[src/rtl/syn_current_8b.sv]
// Synapse stage for the 8-bit QIF neuron: weight lookup per spike event, saturating current.
// Define SYN_DECAY_EN to add the tick counter and exponential decay of the current.
module syn_current_8b #(
  parameter int unsigned N_SRC       = 8,
  parameter int unsigned DECAY_SHIFT = 3,
  parameter int unsigned TICK_DIV    = 4,
  localparam int unsigned SW         = (N_SRC > 1) ? $clog2(N_SRC) : 1
) (
  input  logic          clk,
  input  logic          rst_n,
  input  logic          spk_valid,
  input  logic [SW-1:0] spk_src,
  output logic          spk_ready,
  input  logic          w_we,
  input  logic [SW-1:0] w_addr,
  input  logic [7:0]    w_data,
  input  logic          sat_clr,
  output logic [7:0]    I_syn,
  output logic          sat
);

  if (TICK_DIV < 2) begin : g_chk_div
    $error("TICK_DIV must be at least 2");
  end
  if (DECAY_SHIFT > 8) begin : g_chk_shift
    $error("DECAY_SHIFT must not exceed 8");
  end

  typedef struct packed {
    logic       vld;
    logic [7:0] w;
  } stg_t;

  logic [7:0]        w_q [N_SRC];
  logic [7:0]        w_d [N_SRC];
  stg_t              stg_q, stg_d;
  logic [7:0]        acc_q, acc_d;
  logic              sat_q, sat_d;

  logic              accept;
  logic [7:0]        rd_w;
  logic signed [8:0] acc_ext;
  logic signed [8:0] base;
  logic signed [8:0] sum;
  logic              clamp;

  assign spk_ready = rst_n && !w_we;
  assign accept    = spk_valid && spk_ready;
  assign acc_ext   = {acc_q[7], acc_q};
  assign I_syn     = acc_q;
  assign sat       = sat_q;

  // Table read; sources with no table entry read as weight 0.
  always_comb begin
    rd_w = '0;
    for (int unsigned i = 0; i < N_SRC; i++) begin
      if (spk_src == SW'(i)) rd_w = w_q[i];
    end
  end

  always_comb begin
    for (int unsigned i = 0; i < N_SRC; i++) begin
      w_d[i] = w_q[i];
      if (w_we && (w_addr == SW'(i))) w_d[i] = w_data;
    end
  end

`ifdef SYN_DECAY_EN
  localparam int unsigned TW = $clog2(TICK_DIV);

  logic [TW-1:0]     tick_q, tick_d;
  logic              tick;
  logic [8:0]        mag;
  logic [8:0]        step;
  logic signed [8:0] dec;

  // Magnitude in 9 bits so -128 decays like +128.
  always_comb begin
    tick   = (tick_q == TW'(TICK_DIV - 1));
    tick_d = tick ? '0 : tick_q + TW'(1);
    mag    = acc_ext[8] ? $unsigned(-acc_ext) : $unsigned(acc_ext);
    step   = mag >> DECAY_SHIFT;
    if ((step == '0) && (mag != '0)) step = 9'd1;
    dec    = acc_ext[8] ? (acc_ext + $signed(step)) : (acc_ext - $signed(step));
    base   = tick ? dec : acc_ext;
  end

  always_ff @(posedge clk) begin
    if (!rst_n) tick_q <= '0;
    else        tick_q <= tick_d;
  end
`else
  assign base = acc_ext;
`endif

  // Decay happens first, then the staged weight is added and the result clamped.
  always_comb begin
    sum   = base + (stg_q.vld ? $signed({stg_q.w[7], stg_q.w}) : 9'sd0);
    acc_d = sum[7:0];
    clamp = 1'b0;
    if (sum > 9'sd127) begin
      acc_d = 8'h7f;
      clamp = 1'b1;
    end else if (sum < -9'sd128) begin
      acc_d = 8'h80;
      clamp = 1'b1;
    end
    sat_d = sat_q;
    if (sat_clr) sat_d = 1'b0;
    if (clamp)   sat_d = 1'b1;
    stg_d.vld = accept;
    stg_d.w   = accept ? rd_w : stg_q.w;
  end

  always_ff @(posedge clk) begin
    if (!rst_n) begin
      for (int unsigned i = 0; i < N_SRC; i++) w_q[i] <= '0;
      stg_q <= '0;
      acc_q <= '0;
      sat_q <= 1'b0;
    end else begin
      w_q   <= w_d;
      stg_q <= stg_d;
      acc_q <= acc_d;
      sat_q <= sat_d;
    end
  end

endmodule

[config.mk]
export PLATFORM = sky130hd
export DESIGN_NAME = syn_current_8b
export DESIGN_NICKNAME = d
export VERILOG_FILES = /design/src/rtl/syn_current_8b.sv
export SDC_FILE = /design/constraint.sdc
export NUM_CORES = 1
export LEC_CHECK = 0
export CORE_AREA = 2 2 84 86
export DETAILED_ROUTE_END_ITERATION = 7
export DIE_AREA = 0 0 86 88
export PLACE_DENSITY = 0.75
export REMOVE_ABC_BUFFERS = 1
export SLEW_MARGIN = 20
export SYNTH_ARGS = -nofsm -noshare
export SYNTH_HDL_FRONTEND = slang
export SYNTH_SLANG_ARGS = --single-unit
export TNS_END_PERCENT = 10
[constraint.sdc]
create_clock -name clk -period 2.5 [get_ports clk]
set_input_delay 0.5 -clock clk [delete_from_list [all_inputs] [get_ports clk]]
set_output_delay 0.5 -clock clk [all_outputs]
set_load 0.05 [all_outputs]
==> insert_results.sql <==
INSERT INTO impl_metrics (metric_group, metric, value, unit) VALUES
('run_status', 'run_status', 'finished clean', ''),
('setup_path', 'crit_chain', 'and2_1, ha_1, a211o_1, a211o_1, o21ba_2, o31a_1, o22ai_1', ''),
('placement', 'final_gp_congestion', '0.847', ''),
('setup_path', 'worstPathMaxFanout', '8', ''),
('cells_and_area', 'syn2layout_area_growth', '19.5', '%'),
('synth', 'synthArstFlopShare', '0', '%'),
('setup_path', 'slowest_delay', '0.39', 'ns'),
('setup_path', 'critPathSlowestCell', 'sky130_fd_sc_hd__o31a_1', ''),
('synth', 'synth-seq-area-share', '43.8', '%'),
('clock_network', 'clock_tree.root_cell', 'sky130_fd_sc_hd__clkbuf_8', ''),
('sta', 'hold_viol', '0', ''),
('detailed_routing', 'routed_wl', '8.66', 'mm'),
('power_and_ir_drop', 'power_per_cell_area', '654', 'nW/um^2'),
('synth', 'avgSynthCellArea', '8.48', 'um^2'),
('placement', 'post_detailed_placement_half_perimeter_wirelength', '6.20', 'mm'),
('synth', 'yosys.area_share.adder', '3.20', '%'),
('sta', 'drv_slew', '0', ''),
('sta', 'final.setup.tns', '0', 'ns'),
('synth', 'synth_top_area_share', '43.8', '%'),
('synth', 'synth_compound_gate_area_share', '16.4', '%'),
('floorplan', 'fp.dieArea', '7570', 'um^2'),
('cells_and_area', 'fraction_of_layout_instances_using_a_drive_strength_above_1', '12.3', '%'),
('global_routing', 'grt_max_degree', '80', ''),
('floorplan', 'die-height', '88', 'um'),
('clock_network', 'clock_insertion_delay_worst_skew', '0.35', 'ns'),
('setup_path', 'cp-start-kind', 'flop', ''),
('synth', 'yosys_register_bits', '82', ''),
('synth', 'main_combinational_cell_family_by_area_after_synthesis', 'simple AND/OR/NAND/NOR gates', ''),
('detailed_routing', 'total_via_count_after_detailed_routing', '3205', ''),
('clock_network', 'number_of_buffers_created_by_cts', '9', ''),
('placement', 'place.detailed.instances', '542', ''),
('setup_path', 'reg2reg_depth', '7', ''),
('cells_and_area', 'multi_input_logic_area', '2000', 'um^2'),
('global_routing', 'track_usage', '24.8', '%'),
('setup_path', 'critPathCaptureType', 'flop', ''),
('sta', 'worst_slew_pin_slew', '0.814', 'ns'),
('setup_path', 'cp_data_required_time', '2.77', 'ns'),
('global_routing', 'grt_pass1_vias', '3066', ''),
('global_routing', 'grt_overflow_total', '0', ''),
('floorplan', 'io_pins', '29', ''),
('cells_and_area', 'finalNetCount', '503', ''),
('global_routing', 'global_route_wire_length_before_repair', '14.6', 'mm'),
('sta', 'post-route-min-period', '2.33', 'ns'),
('cells_and_area', 'fill_cells', '533', ''),
('cells_and_area', 'seq_area', '1640', 'um^2'),
('synth', 'synth_ff_type', 'sky130_fd_sc_hd__dfxtp_1', ''),
('power_and_ir_drop', 'ir_drop', '0.000399', 'V'),
('synth', 'post_synth_and_or_nand_nor_area_fraction', '20.7', '%'),
('sta', 'slew-limit-headroom', '45.7', '%'),
('cells_and_area', 'number_of_antenna_cells_inserted', '0', ''),
('global_routing', 'antenna_found_initial', '0', ''),
('floorplan', 'die_x', '86', 'um'),
('synth', 'synth_cells', '442', ''),
('sta', 'achievable_clock_frequency', '0.428', 'GHz'),
('synth', 'leading_cell_types_by_count_after_synthesis', '136 x sky130_fd_sc_hd__nand2_1, 82 x sky130_fd_sc_hd__dfxtp_1, 68 x sky130_fd_sc_hd__a21oi_1', ''),
('sta', 'finalCritPeriodShare', '93.4', '%'),
('sta', 'timing.clock.skew', '0.00816', 'ns'),
('min_path', 'worst_hold_path.num_cells', '2', ''),
('synth', 'count_of_cell_types_in_the_netlist', '43', ''),
('synth', 'netlist.top_cell.by_area', 'sky130_fd_sc_hd__dfxtp_1', ''),
('clock_network', 'cts.hold.buffers_added', '0', ''),
('detailed_routing', 'drt_first_pass_iters', '4', ''),
('detailed_routing', 'routed_via_density', '5.73', ''),
('synth', 'xor_and_xnor_area_share_after_synthesis', '0.934', '%'),
('detailed_routing', 'drc', '0', ''),
('run', 'max_capacitance_violation_total', '0', ''),
('clock_network', 'clock_path_buffers', '2', ''),
('synth', 'synthesis.yosys.warnings', '0', ''),
('sta', 'report.final.setup_viol', '0', ''),
('clock_network', 'cts_max_level', '3', ''),
('power_and_ir_drop', 'leakage', '0.00162', 'uW');
==> cell type report <==
class,instances,area share (%)
Clock inverter,5,3.35
Tap cell,80,2.23
Inverter,5,0.419
Multi-Input combinational cell,330,44.6
Timing Repair Buffer,47,9.66
Clock buffer,10,3.07
Sequential cell,82,36.7
==> cell families (layout without fill, tap and decap cells) <==
family,Yosys count,count (layout)
multiplexers,24,24
buffers and inverters,30,67
XOR/XNOR,4,4
flip-flops,82,82
AO/OA/AOI/OAI,106,106
adder cells (fa/ha/maj),9,9
AND/OR/NAND/NOR,187,187
==> registers in the layout, summed over array words and instances, names as in the netlist <==
register  flops
sat           1
w_q          64
I_syn         8
stg_q         9
==> critical path, delay by kind of cell (launching register included) <==
| family | cells | cell delay (ns) |
|---|---|---|
| adder cells (fa/ha/maj) | 1 | 0.30 |
| AND/OR/NAND/NOR | 1 | 0.19 |
| AO/OA/AOI/OAI | 5 | 1.40 |
| flip-flops | 1 | 0.36 |
==> stage by stage <==
stage	util (%)	hold WS, ns	area (um^2)	power (uW)	setup WS (ns)
floorplan	-	0.431	3650	1480	0.0697
global placement	62.7	0.438	4170	1590	0.102
detailed placement	62.7	0.447	4170	1600	0.00999
CTS	67.2	0.458	4460	2950	0.00224
global route	67.4	0.476	4480	3030	-0.00471
finish	67.4	0.459	4480	2930	0.166
==> per-layer routing <==
layer | global-route usage (%) | vias up | wire, um
li1 | - | 1591 | -
met1 | 30.4 | 1507 | 3700
met2 | 42.6 | 91 | 4340
met3 | 5.56 | 16 | 429
met4 | 9.81 | 0 | 182
met5 | 0 | - | 0
==> repair_timing <==
action / CTS / global route
resized for setup: 1 / 2
setup endpoints to repair: 4 / 7
pin swaps: 0 / 3
buffers inserted: 0 / 2
==> where the power goes <==
group / internal (uW) / switching [uW] / total, uW / leakage (uW)
Clock: 887 / 471 / 1360 / 0.000143
Combinational: 94.3 / 129 / 223 / 0.000812
Sequential: 1330 / 15.0 / 1350 / 0.000664
==> layout by cell type, fill, tap and decap left out, types with 3 or more instances in the layout <==
master | synthesis | layout
sky130_fd_sc_hd__nor2b_1 | 3 | 3
sky130_fd_sc_hd__nor2_1 | 20 | 20
sky130_fd_sc_hd__and2_1 | 9 | 9
sky130_fd_sc_hd__clkbuf_8 | 0 | 10
sky130_fd_sc_hd__a21oi_1 | 68 | 68
sky130_fd_sc_hd__mux4_2 | 16 | 16
sky130_fd_sc_hd__inv_1 | 4 | 4
sky130_fd_sc_hd__bufinv_16 | 0 | 5
sky130_fd_sc_hd__a211o_1 | 3 | 3
sky130_fd_sc_hd__nand2b_1 | 5 | 5
sky130_fd_sc_hd__clkdlybuf4s50_1 | 0 | 27
sky130_fd_sc_hd__o21ai_0 | 4 | 4
sky130_fd_sc_hd__nand3_1 | 4 | 4
sky130_fd_sc_hd__buf_4 | 0 | 19
sky130_fd_sc_hd__o22ai_1 | 7 | 7
sky130_fd_sc_hd__o21a_1 | 3 | 3
sky130_fd_sc_hd__a211oi_1 | 8 | 7
sky130_fd_sc_hd__mux2i_1 | 7 | 7
sky130_fd_sc_hd__nor3_1 | 3 | 3
sky130_fd_sc_hd__ha_1 | 8 | 8
sky130_fd_sc_hd__nand2_1 | 136 | 136
sky130_fd_sc_hd__dfxtp_1 | 82 | 81
==> path summary, 6_finish.rpt <==
path                        startpoint              endpoint  slack [ns]
setup / recovery   stg_q[8]$_SDFF_PN0_   I_syn[1]$_SDFF_PN0_        0.17
setup reg to reg   stg_q[8]$_SDFF_PN0_   I_syn[1]$_SDFF_PN0_        0.17
hold / removal    w_q[22]$_SDFFE_PN0P_  w_q[22]$_SDFFE_PN0P_        0.46
hold reg to reg   w_q[22]$_SDFFE_PN0P_  w_q[22]$_SDFFE_PN0P_        0.46
Power figures use the tool's default switching activity.
